$ cat config.mk
export PLATFORM = sky130hd
export DESIGN_NAME = shift_right_seq_32
export DESIGN_NICKNAME = d
export VERILOG_FILES = /design/src/rtl/shift_right_seq_32.sv
export SDC_FILE = /design/constraint.sdc
export NUM_CORES = 1
export LEC_CHECK = 0
export BUFFER_PORTS_ARGS = -buffer_cell sky130_fd_sc_hd__buf_2
export CORE_MARGIN = 2
export CORE_UTILIZATION = 30
export DETAILED_ROUTE_END_ITERATION = 6
export HOLD_SLACK_MARGIN = 0.08
export PLACE_DENSITY = 0.61
export SKIP_LAST_GASP = 1
export SYNTH_ARGS = -nofsm -noshare
export SYNTH_HDL_FRONTEND = slang
export SYNTH_SLANG_ARGS = --single-unit
$ cat constraint.sdc
create_clock -name clk -period 1.45 [get_ports clk]
set_input_delay 0.0725 -clock clk [delete_from_list [all_inputs] [get_ports clk]]
set_output_delay 0.0725 -clock clk [all_outputs]
set_load 0.01 [all_outputs]
$ cat src/rtl/shift_right_seq_32.sv
// -----------------------------------------------------------------------------
// shift_right_seq_32
//
// Sequential right shifter: one bit per clock. A request accepted in IDLE or
// DONE loads the operand into the result register, the shift amount into a
// down-counter and the fill policy into a flag. The block then spends exactly
// shamt cycles in SHIFT and flags completion with a one-cycle done pulse, so
// the latency is always shamt+1 edges from the accepting edge.
//
// Ports
//   clk     in   1       rising-edge clock for all state
//   reset   in   1       asynchronous, active-high reset
//   start   in   1       request a new shift (ignored while busy)
//   value   in   WIDTH   operand, sampled on the accepting edge
//   shamt   in   log2(W) shift amount, sampled on the accepting edge
//   arith   in   1       1 = arithmetic (sign fill), 0 = logical (zero fill)
//   busy    out  1       high while in SHIFT
//   done    out  1       one-cycle pulse, result valid
//   result  out  WIDTH   registered shift result, held until next accept
// -----------------------------------------------------------------------------
module shift_right_seq_32 #(
  parameter int WIDTH = 32,
  localparam int SW = $clog2(WIDTH)
) (
  input  logic             clk,
  input  logic             reset,
  input  logic             start,
  input  logic [WIDTH-1:0] value,
  input  logic [SW-1:0]    shamt,
  input  logic             arith,
  output logic             busy,
  output logic             done,
  output logic [WIDTH-1:0] result
);

  typedef enum logic [1:0] {
    IDLE  = 2'd0,
    SHIFT = 2'd1,
    DONE  = 2'd2
  } state_t;

  localparam logic [SW-1:0] CNT_ZERO = SW'(0);
  localparam logic [SW-1:0] CNT_ONE  = SW'(1);

  state_t           state_q;
  logic [WIDTH-1:0] result_q;
  logic [SW-1:0]    cnt_q;
  logic             fill_q;
  logic             busy_q;
  logic             done_q;

  logic             fill_bit_s;
  logic [WIDTH-1:0] shifted_d;

  // One-bit right shift of the working register using the latched fill policy
  always_comb begin
    fill_bit_s = 1'b0;
    if (fill_q) begin
      fill_bit_s = result_q[WIDTH-1];
    end else begin
      fill_bit_s = 1'b0;
    end
    shifted_d = {fill_bit_s, result_q[WIDTH-1:1]};
  end

  // Control FSM, operand registers and registered status outputs
  always_ff @(posedge clk or posedge reset) begin
    if (reset) begin
      state_q  <= IDLE;
      result_q <= {WIDTH{1'b0}};
      cnt_q    <= CNT_ZERO;
      fill_q   <= 1'b0;
      busy_q   <= 1'b0;
      done_q   <= 1'b0;
    end else begin
      case (state_q)
        IDLE, DONE: begin
          if (start) begin
            result_q <= value;
            cnt_q    <= shamt;
            fill_q   <= arith;
            // A zero shift has nothing to do; go straight to DONE so the
            // latency stays at shamt+1 edges.
            if (shamt == CNT_ZERO) begin
              state_q <= DONE;
              busy_q  <= 1'b0;
              done_q  <= 1'b1;
            end else begin
              state_q <= SHIFT;
              busy_q  <= 1'b1;
              done_q  <= 1'b0;
            end
          end else begin
            state_q <= IDLE;
            busy_q  <= 1'b0;
            done_q  <= 1'b0;
          end
        end
        SHIFT: begin
          // start is deliberately not looked at here: operands are frozen.
          result_q <= shifted_d;
          cnt_q    <= cnt_q - CNT_ONE;
          if (cnt_q == CNT_ONE) begin
            state_q <= DONE;
            busy_q  <= 1'b0;
            done_q  <= 1'b1;
          end else begin
            state_q <= SHIFT;
            busy_q  <= 1'b1;
            done_q  <= 1'b0;
          end
        end
        default: begin
          state_q  <= IDLE;
          result_q <= {WIDTH{1'b0}};
          cnt_q    <= CNT_ZERO;
          fill_q   <= 1'b0;
          busy_q   <= 1'b0;
          done_q   <= 1'b0;
        end
      endcase
    end
  end

  assign busy   = busy_q;
  assign done   = done_q;
  assign result = result_q;

endmodule

# Yosys cells after proc, flatten, opt, wreduce, memory -nomap -nowiden
# Cells that the tools add are included.
# W data, S select, Z words.
dict set report op_classes {
  n_addsub 1
  n_eq_ne 5
  muxes 19
  bitwise_logic 1
  reduce_logical 5
}
# op n
set ops {}
lappend ops {{$pmux W32 S2} 1}
lappend ops {{$mux W32} 1}
lappend ops {{$pmux W5 S2} 1}
lappend ops {{$mux W1} 8}
lappend ops {{$mux W2} 3}
lappend ops {{$pmux W1 S2} 3}
lappend ops {{$eq A5 B1 Y1 const B} 1}
lappend ops {{$logic_not A5 Y1} 1}
lappend ops {{$mux W5} 1}
lappend ops {{$sub A5 B1 Y5 const B} 1}
lappend ops {{$ne A2 B2 Y1 const B} 2}
lappend ops {{$pmux W2 S2} 1}
lappend ops {{$reduce_and A2 Y1} 2}
lappend ops {{$eq A2 B1 Y1 const B} 1}
lappend ops {{$eq A2 B2 Y1 const B} 1}
lappend ops {{$logic_not A2 Y1} 1}
lappend ops {{$reduce_or A2 Y1} 1}
lappend ops {{$not A1 Y1} 1}
dict set report totals {
  reg_bits 42
  out_inout_bits 34
}

# Longest topological paths before layout
# Gate-level depths: netlist (run 1).
dict set report logic_depth {
  ltp_word 4
  ltp_mapped 5
  mapped_depth_nobuf 5
}

# Worst setup path after synthesis (run 1)
# OpenSTA, ideal clock, no wires.
dict set report synth_timing {
  path_kind {reg-to-reg}
  startpoint {register cnt_q[0]}
  endpoint {register cnt_q[3]}
  setup_time_ns 0.124
  arrival_time_ns 1.216
  slack_ns 0.110
  stages_incl_launch_ff 4
  n_path_buf 0
  synth_period_minus_slack_ns 1.340
  path_cell_list {dfrtp_1 > or3_1 > a21o_1 > a211o_1}
}
dict set report synth_via {
  elab_chain_len 2
}
# element line
set synth_lines {}
lappend synth_lines {{start, declared} 47} ;# logic [SW-1:0] cnt_q;
lappend synth_lines {{start signal, assigned} 80} ;# cnt_q <= shamt;
lappend synth_lines {{start signal, assigned} 102} ;# cnt_q <= cnt_q - CNT_ONE;
lappend synth_lines {{$sub A5 B1 Y5} 102}
lappend synth_lines {{$pmux W5 S2} 76} ;# case (state_q)
# Every way passes these cells.
# A chain may end at the register's enable or synchronous reset.

# Final worst setup path (run 1)
# Same ends and word-level chain as after synthesis.

==> qor.yml, run 1 <==
setup_path:
  timing.critical_path.slowest_cell_delay_ns: 0.39
  setup.worst_path.class: "reg -> reg"
  crit_path_cell_chain: "or3_1 -> a21o_1 -> a211o_1"
  critPathSlowestCell: "or3_1"
  path_max_fanout: 2
  end_kind: "flip-flop"
  critical_path_arrival_ns: 1.53
  crit_path_start_kind: "flip-flop"
  critPathRequiredTime_ns: 1.62
sta:
  tightest_slew_ns: 0.5081
  final_hold_fails: 0
  max-slew-margin-rel_pct: 66.13
  post-route-period-util_pct: 93.51
  clock_skew_ns: 0.006116
  fmax_mhz: 737.5
  period_needed_ns: 1.356
  setup-tns-final_ns: 0
  final-max-slew-violation-count: 0
  setup_repair_after_global_routing_missed_its_margin: "no"
  finalSetupViolCount: 0
synthesis:
  synth_top_area_share_pct: 51.91
  yosys.cell_types.count: 24
  synthesis.nets: 228
  synth_top_area_cell: "dfrtp_1"
  post_synthesis_sequential_element_count: 40
  synth_cells: 185
  syn-cell-area_um2: 1928
  syn_avg_cell_area_um2: 10.42
  ys_seq_area_share_pct: 51.91
  top_cells_by_area_synth: "dfrtp_1, mux2i_1, o22ai_1"
  synth_warnings: 0
cells_and_area:
  fillers: 628
  finalNetCount: 319
  layout.cells.most_common: "buf_2"
  num_antenna_cells: 0
  sequential_cell_area_um2: 1002
  drive_above_1_share_pct: 33.21
  flow.area_growth_from_synthesis_pct: 39.71
  commonest_cells_after_routing_fill_and_taps_aside: "buf_2, dfrtp_1, mux2i_1"
  postLayoutCellArea_um2: 2694
  multi_input_area_um2: 849.6
run:
  max_cap_viol_count: 0
drt:
  postRouteWirelength_mm: 4.683
  routed_vias_inst: 4.847
  detail_route.first_pass.iterations: 4
  drc_errors: 0
  antenna_violation_net_count_after_detailed_routing: 0
  via_count: 1716
  routedWlPerCell_um: 13.23
  initialDrtViolationCount: 38
grt:
  groute.usage.overall_pct: 14.28
  grt_first_pass_wirelength_mm: 8.349
  grt_pass1_vias: 1797
  grt_max_degree: 61
  globalRouteOverflowTotal: 0
  initial_antenna_violation_count: 0
placement:
  port_buffers: 74
  placedInstanceArea_um2: 2421
  gpl.final_weighted_congestion: 0.7169
  dpl.hpwl_mm: 3.118
clock_network:
  max-clock-path-buffers: 2
  cts_tree: "yes"
  clock-root-buffer: "clkbuf_8"
  postCtsSetupBuffers: 0
  cts_max_level: 2
  cts_made_buffers: 5
  cts_sinks: 40
  worst_skew_pair.late_latency_ns: 0.29
  worst_setup_hold_path_clk_slew_ns: 0.08
status:
  status: "completed"
power:
  power_density_nw_per_um2: 1893
  ir_drop_mv: 0.8625
  p_leak_nw: 1.390
die:
  die_width_um: 84.17
  core_area_um2: 6277
  io_pins: 75
  design.die.area_um2: 7085
  placementRows: 29
  starting_density_of_the_core_pct: 30.72
  chipHeight_um: 84.17
hold_path:
  holdCritPathClass: "in -> reg"
==> layer usage <==
| layer | track usage, % | vias to the layer above | share of wire (%) |
|---|---|---|---|
| li1 | - | 841 | - |
| met1 | 17.72 | 815 | 44 |
| met2 | 24.82 | 54 | 48 |
| met3 | 3.736 | 6 | 6.7 |
| met4 | 3.519 | 0 | 0.73 |
| met5 | 0 | - | 0 |
==> cell usage after synthesis, drive strengths merged <==
master   n
nor2b    1
ha       2
nor3b    1
o22ai   23
mux2i   36
xnor2    2
nand3    1
a211o    1
inv      4
or3      1
and3     1
o21ai   17
a21o     1
nor3     1
or4      1
nand2   32
dfrtp   40
nor2     2
buf     11
nor4b    1
nand2b   1
clkbuf   4
a32o     1
==> critical path: cells and delay by family (launching register included) <==
family	cells	cell delay, ns
AOI/OAI and AO/OA	2	0.47
and+or+nand+nor	1	0.39
DFF	1	0.38
==> final timing paths <==
| check | from | endpoint | slack [ns] | depth (start not counted) |
|---|---|---|---|---|
| worst max-delay path | cnt_q[0] | cnt_q[3] | 0.09 | 3 |
| worst min-delay path | value[12] | result[12] | 0.08 | 3 |
| worst max register to register | cnt_q[0] | cnt_q[3] | 0.09 | 3 |
| worst min register to register | result[2] | result[1] | 0.50 | 2 |
| max in group asynchronous | reset | busy | 0.63 | 4 |
| min in group asynchronous | reset | result[21] | 0.45 | 4 |
==> report_power, final <==
part | internal [mW] | switching [mW] | total [mW]
Combinational | 1.02 | 1.20 | 2.23
Sequential | 1.62 | 0.365 | 1.99
Clock | 0.511 | 0.375 | 0.885
==> metrics by stage <==
step	power [mW]	std cells	util (%)	setup slack, ns	hold slack [ns]
floorplan	3.334	185	-	0.1097	0.2173
global placement	4.183	330	38.57	0.1301	0.2197
detailed placement	4.238	330	38.57	0.1107	0.2265
CTS	5.186	354	42.83	0.09368	0.08055
global route	5.573	354	42.91	0.05540	0.09220
finish	5.100	354	42.91	0.09411	0.08482
==> cell families after synthesis <==
logic type               count (synthesis)  share of synthesized area, %
flip-flops                              40                         51.91
adder cells (fa/ha/maj)                  2                         1.298
multiplexers                            36                         18.69
AO/OA/AOI/OAI                           43                         13.24
AND/OR/NAND/NOR                         43                         9.670
XOR/XNOR                                 2                        0.9087
buffers and inverters                   19                         4.282
==> layout make-up <==
class | count | share of cell area (%)
flip-flops and latches | 40 | 37.20
multi-input cells | 126 | 31.54
repair buffers | 99 | 23.13
well taps | 77 | 3.576
clock buffers | 6 | 2.694
clock inverters | 2 | 1.301
inverters | 4 | 0.5574
==> state kept, by name, summed over array words and instances (netlist names) <==
name	cells
result	32
cnt_q	5
busy	1
fill_q	1
done	1
==> repair_timing <==
item                                    CTS  global route
resized for setup                         0             1
hold buffers                             16             0
endpoints found under the setup margin    0             1
hold endpoints to repair                 55             0
Note: power is estimated with default switching activity, not from simulation.
==> run 2: changes to the inputs <==
--- a/config.mk
+++ b/config.mk
@@ -5,8 +5,8 @@
 export SDC_FILE = /design/constraint.sdc
 export NUM_CORES = 1
 export LEC_CHECK = 0
+export ABC_AREA = 1
 export BUFFER_PORTS_ARGS = -buffer_cell sky130_fd_sc_hd__buf_2
-export CORE_MARGIN = 2
 export CORE_UTILIZATION = 30
 export DETAILED_ROUTE_END_ITERATION = 6
 export HOLD_SLACK_MARGIN = 0.08
==> qor.yml, run 2 <==
power:
  p_leak_nw: 1.341  # was 1.390 nW
  power_density_nw_per_um2: 2170  # was 1893 nW/um^2
  ir_drop_mv: 0.8277  # was 0.8625 mV
clock_network:
  cts_made_buffers: 5  # unchanged
  worst_skew_pair.late_latency_ns: 0.28  # was 0.29 ns
  cts_tree: "yes"  # unchanged
  max-clock-path-buffers: 2  # unchanged
  cts_sinks: 40  # unchanged
  cts-resized-gates: 0  # unchanged
  worst_setup_hold_path_clk_slew_ns: 0.08  # about the same
  clock-root-buffer: "clkbuf_8"  # unchanged
  cts_max_level: 2  # unchanged
synthesis:
  syn-cell-area_um2: 1921  # was 1928 um^2
  synth_top_area_cell: "dfrtp_1"  # unchanged
  synth_enable_flop_cells: 0  # unchanged
  synth_warnings: 0  # unchanged
  postSynth.topFlopCell: "dfrtp_1"  # unchanged
  post_synthesis_sequential_element_count: 40  # unchanged
  ys_seq_area_share_pct: 52.12  # was 51.91%
  top_cells_by_area_synth: "dfrtp_1, nand2_1, a21oi_1"  # was dfrtp_1, mux2i_1, o22ai_1
  yosys.cell_types.count: 19  # was 24
  syn_avg_cell_area_um2: 8.070  # was 10.42 um^2
  synthesis.nets: 281  # was 228
  asyncSetResetFlopFracSynth_pct: 100.0  # unchanged
  synth_top_area_share_pct: 52.12  # was 51.91%
  synthTopCellsByCount: "nand2_1, dfrtp_1, nor2_1"  # was dfrtp_1, mux2i_1, nand2_1
  synth_cells: 238  # was 185
  synth.most_common_cell: "nand2_1"  # was dfrtp_1
cells_and_area:
  drive_above_1_share_pct: 29.01  # was 33.21%
  utilization_pct: 43.31  # was 42.91%
  multi_input_area_um2: 785.8  # was 849.6 um^2
  fillers: 646  # was 628
  num_antenna_cells: 0  # unchanged
  commonest_cells_after_routing_fill_and_taps_aside: "buf_2, nand2_1, dfrtp_1"  # was buf_2, dfrtp_1, mux2i_1
  layout.cells.most_common: "buf_2"  # unchanged
  number_of_flip_flops_in_the_largest_register: 32  # unchanged
  sequential_cell_area_um2: 1001  # was 1002 um^2
  finalNetCount: 367  # was 319
  flow.area_growth_from_synthesis_pct: 36.68  # was 39.71%
setup_path:
  end_kind: "flip-flop"  # unchanged
  timing.critical_path.mode_cell: "nor2_1"
  timing.critical_path.slowest_cell_delay_ns: 0.40  # was 0.39 ns
  crit_path_start_kind: "flip-flop"  # unchanged
  critPathRequiredTime_ns: 1.62  # about the same
  path_max_fanout: 37  # was 2
  critPathSlowestCell: "dfrtp_1"  # was or3_1
  worst-r2r-cell-count: 4  # was 3
  critical_path_arrival_ns: 1.45  # was 1.53 ns
  setup.worst_path.class: "reg -> reg"  # unchanged
  crit_path_cell_chain: "nor2_1 -> inv_2 -> nor2_1 -> a21oi_1"  # was or3_1 -> a21o_1 -> a211o_1
grt:
  grt_first_pass_wirelength_mm: 8.314  # was 8.349 mm
  top_usage_layer: "met2"  # unchanged
  grt_pass1_vias: 1772  # was 1,797
  globalRouteOverflowTotal: 0  # unchanged
  groute.layer.met3.usage_pct: 3.556  # was 3.736%
  grt_max_degree: 38  # was 61
  groute.usage.overall_pct: 16.20  # was 14.28%
  initial_antenna_violation_count: 0  # unchanged
  grtUsageMet1_pct: 21.29  # was 17.72%
  grt_use_met2_pct: 26.53  # was 24.82%
sta:
  setup_repair_after_global_routing_missed_its_margin: "no"  # unchanged
  setup-tns-final_ns: 0  # unchanged
  final-max-slew-violation-count: 0  # unchanged
  tightest_slew_ns: 0.7168  # was 0.5081 ns
  fin_ws_ns: 0.1704  # was 0.09411 ns
  finalSetupViolCount: 0  # unchanged
  fmax_mhz: 781.5  # was 737.5 MHz
  post-route-period-util_pct: 88.25  # was 93.51%
  max-slew-margin-rel_pct: 51.92  # was 66.13%
  final_hold_fails: 0  # unchanged
  period_needed_ns: 1.280  # was 1.356 ns
  clock_skew_ns: 0.004866  # was 0.006116 ns
die:
  core_area_um2: 6061  # was 6277 um^2
  die_width_um: 82.01  # was 84.17 um
  io_pins: 75  # unchanged
  placementRows: 28  # was 29
  starting_density_of_the_core_pct: 31.69  # was 30.72%
  design.die.area_um2: 6726  # was 7085 um^2
  chipHeight_um: 82.01  # was 84.17 um
drt:
  via_count: 1889  # was 1,716
  drc_errors: 0  # unchanged
  antenna_violation_net_count_after_detailed_routing: 0  # unchanged
  postRouteWirelength_mm: 5.074  # was 4.683 mm
  routed_vias_inst: 4.734  # was 4.847
  routedWlPerCell_um: 12.72  # was 13.23 um
  detail_route.first_pass.iterations: 5  # was 4
  initialDrtViolationCount: 101  # was 38
placement:
  worst_slack_at_placement_ns: 0.1666  # was 0.1107 ns
  port_buffers: 74  # unchanged
  dpl.hpwl_mm: 3.592  # was 3.118 mm
  gpl.final_weighted_congestion: 0.7409  # was 0.7169
hold_path:
  holdCritPathClass: "in -> reg"  # unchanged
  hold-path-cell-count: 3  # unchanged
run:
  max_cap_viol_count: 0  # unchanged
status:
  status: "completed"  # unchanged
-- run 2: cell count changes in the layout (fill, tap and decap cells not counted), sizes merged, moves of 19 or more --
| cell | change |
|---|---|
| mux2i | -36 |
| a21oi | +34 |
| nand2 | +19 |
| o21ai | +20 |
| o22ai | -22 |
| nor2 | +37 |
-- run 2: kinds of logic (layout without fill, tap and decap cells) --
kind of cell	count (synthesis)	in the layout	share of synthesized area [%]
adders and majority gates	2	2	1.303
and+or+nand+nor	99	99	20.39
buffers and inverters	24	110	6.971
AOI/OAI and AO/OA	73	73	19.22
DFF	40	40	52.12
-- run 2: cell type report --
type	count	area share (%)
clock buffer	5	2.622
clock inverter	2	2.288
inverter	10	1.430
multi-input combinational	174	29.93
sequential	40	38.13
tap	75	3.575
timing repair buffer	93	22.02
-- run 2: stage by stage --
| stage | power [mW] | hold slack (ns) | cells | area, um^2 |
|---|---|---|---|---|
| detailed placement | 4.674 | 0.1351 | 381 | 2386 |
| floorplan | 3.754 | 0.1891 | 238 | 1921 |
| global route | 6.233 | 0.09567 | 399 | 2625 |
| finish | 5.697 | 0.08557 | 399 | 2625 |
| global placement | 4.592 | 0.1320 | 381 | 2386 |
| CTS | 5.779 | 0.08412 | 399 | 2625 |
-- run 2: final timing paths --
| path | start | to | slack, ns |
|---|---|---|---|
| hold reg to reg | fill_q | fill_q | 0.50 |
| max in group asynchronous | reset | result[7] | 0.61 |
| setup reg to reg | busy | result[5] | 0.17 |
| min in group asynchronous | reset | result[19] | 0.36 |
| hold / removal | value[6] | result[6] | 0.09 |
| setup / recovery | busy | result[5] | 0.17 |
-- run 2: layer usage --
metal,share of wire (%),wire length [um]
met5,0,0
met2,47,2403
met4,0.73,37
met1,47,2402
met3,4.6,231
-- run 2: power breakdown --
group	switching (mW)	internal (mW)	total, mW
clock network	0.384	0.678	1.06
logic	1.47	1.08	2.54
registers	0.420	1.67	2.09
-- run 2: critical path: cells and delay by family (launching register included) --
family,cells,cell delay [ns]
AO/OA/AOI/OAI,1,0.06
buffers and inverters,1,0.30
flip-flops,1,0.40
AND/OR/NAND/NOR,2,0.40
-- run 2: repair_timing --
item / CTS / global route
hold buffers: 11 / 0
hold endpoints to repair: 27 / 0
setup buffers: 0 / 0
==> run 3: changes to the inputs <==
--- a/config.mk
+++ b/config.mk
@@ -11,6 +11,7 @@
 export DETAILED_ROUTE_END_ITERATION = 6
 export HOLD_SLACK_MARGIN = 0.08
 export PLACE_DENSITY = 0.61
+export RECOVER_POWER = 100
 export SKIP_LAST_GASP = 1
 export SYNTH_ARGS = -nofsm -noshare
 export SYNTH_HDL_FRONTEND = slang
==> qor.yml, run 3 (same netlist as run 2, synthesis figures left out) <==
power:
  ir_drop_mv: 0.8023  # was 0.8277 mV
  power.total_mw: 5.569  # was 5.697 mW
  p_leak_nw: 1.224  # was 1.341 nW
  power_density_nw_per_um2: 2175  # was 2170 nW/um^2
setup_path:
  worst-r2r-cell-count: 4  # unchanged
  critPathCapture: "result[5]"  # unchanged
  path_buf_inv: 1  # unchanged
  end_kind: "flip-flop"  # unchanged
  crit_path_cell_chain: "nor2_1 -> inv_2 -> nor2_1 -> a21oi_1"  # unchanged
  critPathRequiredTime_ns: 1.62  # about the same
  regToRegEndpoint: "result[5]"  # unchanged
  crit_reg_reg_startpoint: "busy"  # unchanged
  critical_path_arrival_ns: 1.45  # about the same
  timing.critical_path.slowest_cell_delay_ns: 0.40  # about the same
  path_delay_family: "flip-flops"  # unchanged
  path_max_fanout: 37  # unchanged
  crit_path_start_kind: "flip-flop"  # unchanged
  crit_path_start: "busy"  # unchanged
  reg2reg_setup_slack_ns: 0.17  # about the same
  cp.depth: 4  # unchanged
  timing.critical_path.mode_cell: "nor2_1"  # unchanged
  setup.worst_path.class: "reg -> reg"  # unchanged
  critPathSlowestCell: "dfrtp_1"  # unchanged
grt:
  initial_antenna_violation_count: 0  # unchanged
  grt_max_degree: 38  # unchanged
  groute.usage.overall_pct: 16.20  # unchanged
  grt_pass1_vias: 1772  # unchanged
  grt_first_pass_wirelength_mm: 8.314  # unchanged
  globalRouteOverflowTotal: 0  # unchanged
die:
  design.die.area_um2: 6726  # unchanged
  starting_density_of_the_core_pct: 31.69  # unchanged
  placementRows: 28  # unchanged
  die_width_um: 82.01  # unchanged
  core_area_um2: 6061  # unchanged
  chipHeight_um: 82.01  # unchanged
  io_pins: 75  # unchanged
cells_and_area:
  finish.cell_count_without_fillers: 399  # unchanged
  commonest_cells_after_routing_fill_and_taps_aside: "nand2_1, dfrtp_1, buf_2"  # was buf_2, nand2_1, dfrtp_1
  num_antenna_cells: 0  # unchanged
  flow.area_growth_from_synthesis_pct: 33.36  # was 36.68%
  drive_above_1_share_pct: 18.21  # was 29.01%
  utilization_pct: 42.26  # was 43.31%
  number_of_flip_flops_in_the_largest_register: 32  # unchanged
  layout.cells.most_common: "nand2_1"  # was buf_2
  finalNetCount: 367  # unchanged
sta:
  finalSetupViolCount: 0  # unchanged
  period_needed_ns: 1.282  # was 1.280 ns
  fmax_mhz: 780.2  # was 781.5 MHz
  post-route-period-util_pct: 88.39  # was 88.25%
  setup_repair_after_global_routing_missed_its_margin: "no"  # unchanged
  tightest_slew_ns: 0.6649  # was 0.7168 ns
  max-slew-margin-rel_pct: 55.40  # was 51.92%
  final_hold_fails: 0  # unchanged
  worst_hold_slack_ns: 0.08504  # was 0.08557 ns
  setup-tns-final_ns: 0  # unchanged
  final-max-slew-violation-count: 0  # unchanged
  clock_skew_ns: 0.005333  # was 0.004866 ns
clock_network:
  cts_sinks: 40  # unchanged
  clock-root-buffer: "clkbuf_8"  # unchanged
  cts_tree: "yes"  # unchanged
  cts_max_level: 2  # unchanged
  worst_skew_pair.late_latency_ns: 0.28  # about the same
  worst_setup_hold_path_clk_slew_ns: 0.08  # about the same
  cts_made_buffers: 5  # unchanged
  max-clock-path-buffers: 2  # unchanged
drt:
  drc_errors: 0  # unchanged
  via_count: 1895  # was 1,889
  routedWlPerCell_um: 12.66  # was 12.72 um
  postRouteWirelength_mm: 5.053  # was 5.074 mm
  routed_vias_inst: 4.749  # was 4.734
  detail_route.first_pass.iterations: 4  # was 5
  initialDrtViolationCount: 85  # was 101
  antenna_violation_net_count_after_detailed_routing: 0  # unchanged
status:
  status: "completed"  # unchanged
placement:
  dpl.hpwl_mm: 3.592  # unchanged
  port_buffers: 74  # unchanged
  gpl.final_weighted_congestion: 0.7409  # unchanged
  numPlacedInstances: 381  # unchanged
run:
  max_cap_viol_count: 0  # unchanged
hold_path:
  holdCritPathClass: "in -> reg"  # unchanged
run 3: metal layers:
metal | track usage, % | share of wire (%) | up-vias | routed length (um)
li1 | - | - | 949 | -
met1 | 21.29 | 46 | 888 | 2335
met2 | 26.53 | 48 | 53 | 2428
met3 | 3.556 | 5.0 | 5 | 252
met4 | 4.737 | 0.73 | 0 | 37
met5 | 0 | 0 | - | 0
run 3: report_power, final:
part | leakage [nW] | internal, mW | switching (mW)
sequential | 0.489 | 1.67 | 0.430
combinational | 0.670 | 0.940 | 1.46
clock | 0.0642 | 0.678 | 0.384
total | 1.22 | 3.29 | 2.28
run 3: area by class of cell:
type,instances,area (um^2)
Clock buffer,5,68.82
Clock inverter,2,60.06
Fill cell,670,3500
Inverter,10,37.54
Multi-Input combinational cell,174,785.8
Sequential cell,40,1001
Tap cell,75,93.84
Timing Repair Buffer,93,514.2
run 3: per-stage QoR:
stage	worst slack (ns)	area, um^2
3_5_place_dp	0.1666	2386
4_1_cts	0.1519	2625
6_report	0.1683	2561
5_1_grt	0.01587	2561
2_1_floorplan	0.3218	1921
3_3_place_gp	0.1692	2386
run 3: what timing repair did:
item                                    CTS  global route
hold buffers                             11             0
buffers inserted                          0             0
endpoints found under the hold margin    27             0
resized for setup                         0             0
endpoints found under the setup margin    0             0
run 3: worst reg2reg max path, stage by stage (launching register included):
cell and delay, ns:
dfrtp_1 0.40, nor2_1 0.22, inv_2 0.30, nor2_1 0.20
a21oi_1 0.06
run 3: worst min-delay path by stage:
stage                         start    endpoint  slack [ns]  depth (start not counted)
after CTS                 value[21]  result[21]        0.08                          3
after detailed placement      reset  result[19]        0.14                          2
after global placement        reset  result[18]        0.13                          2
final                      value[6]   result[6]        0.09                          3
after global routing          start        done         0.1                          3
after floorplan           value[31]  result[31]        0.19                          2
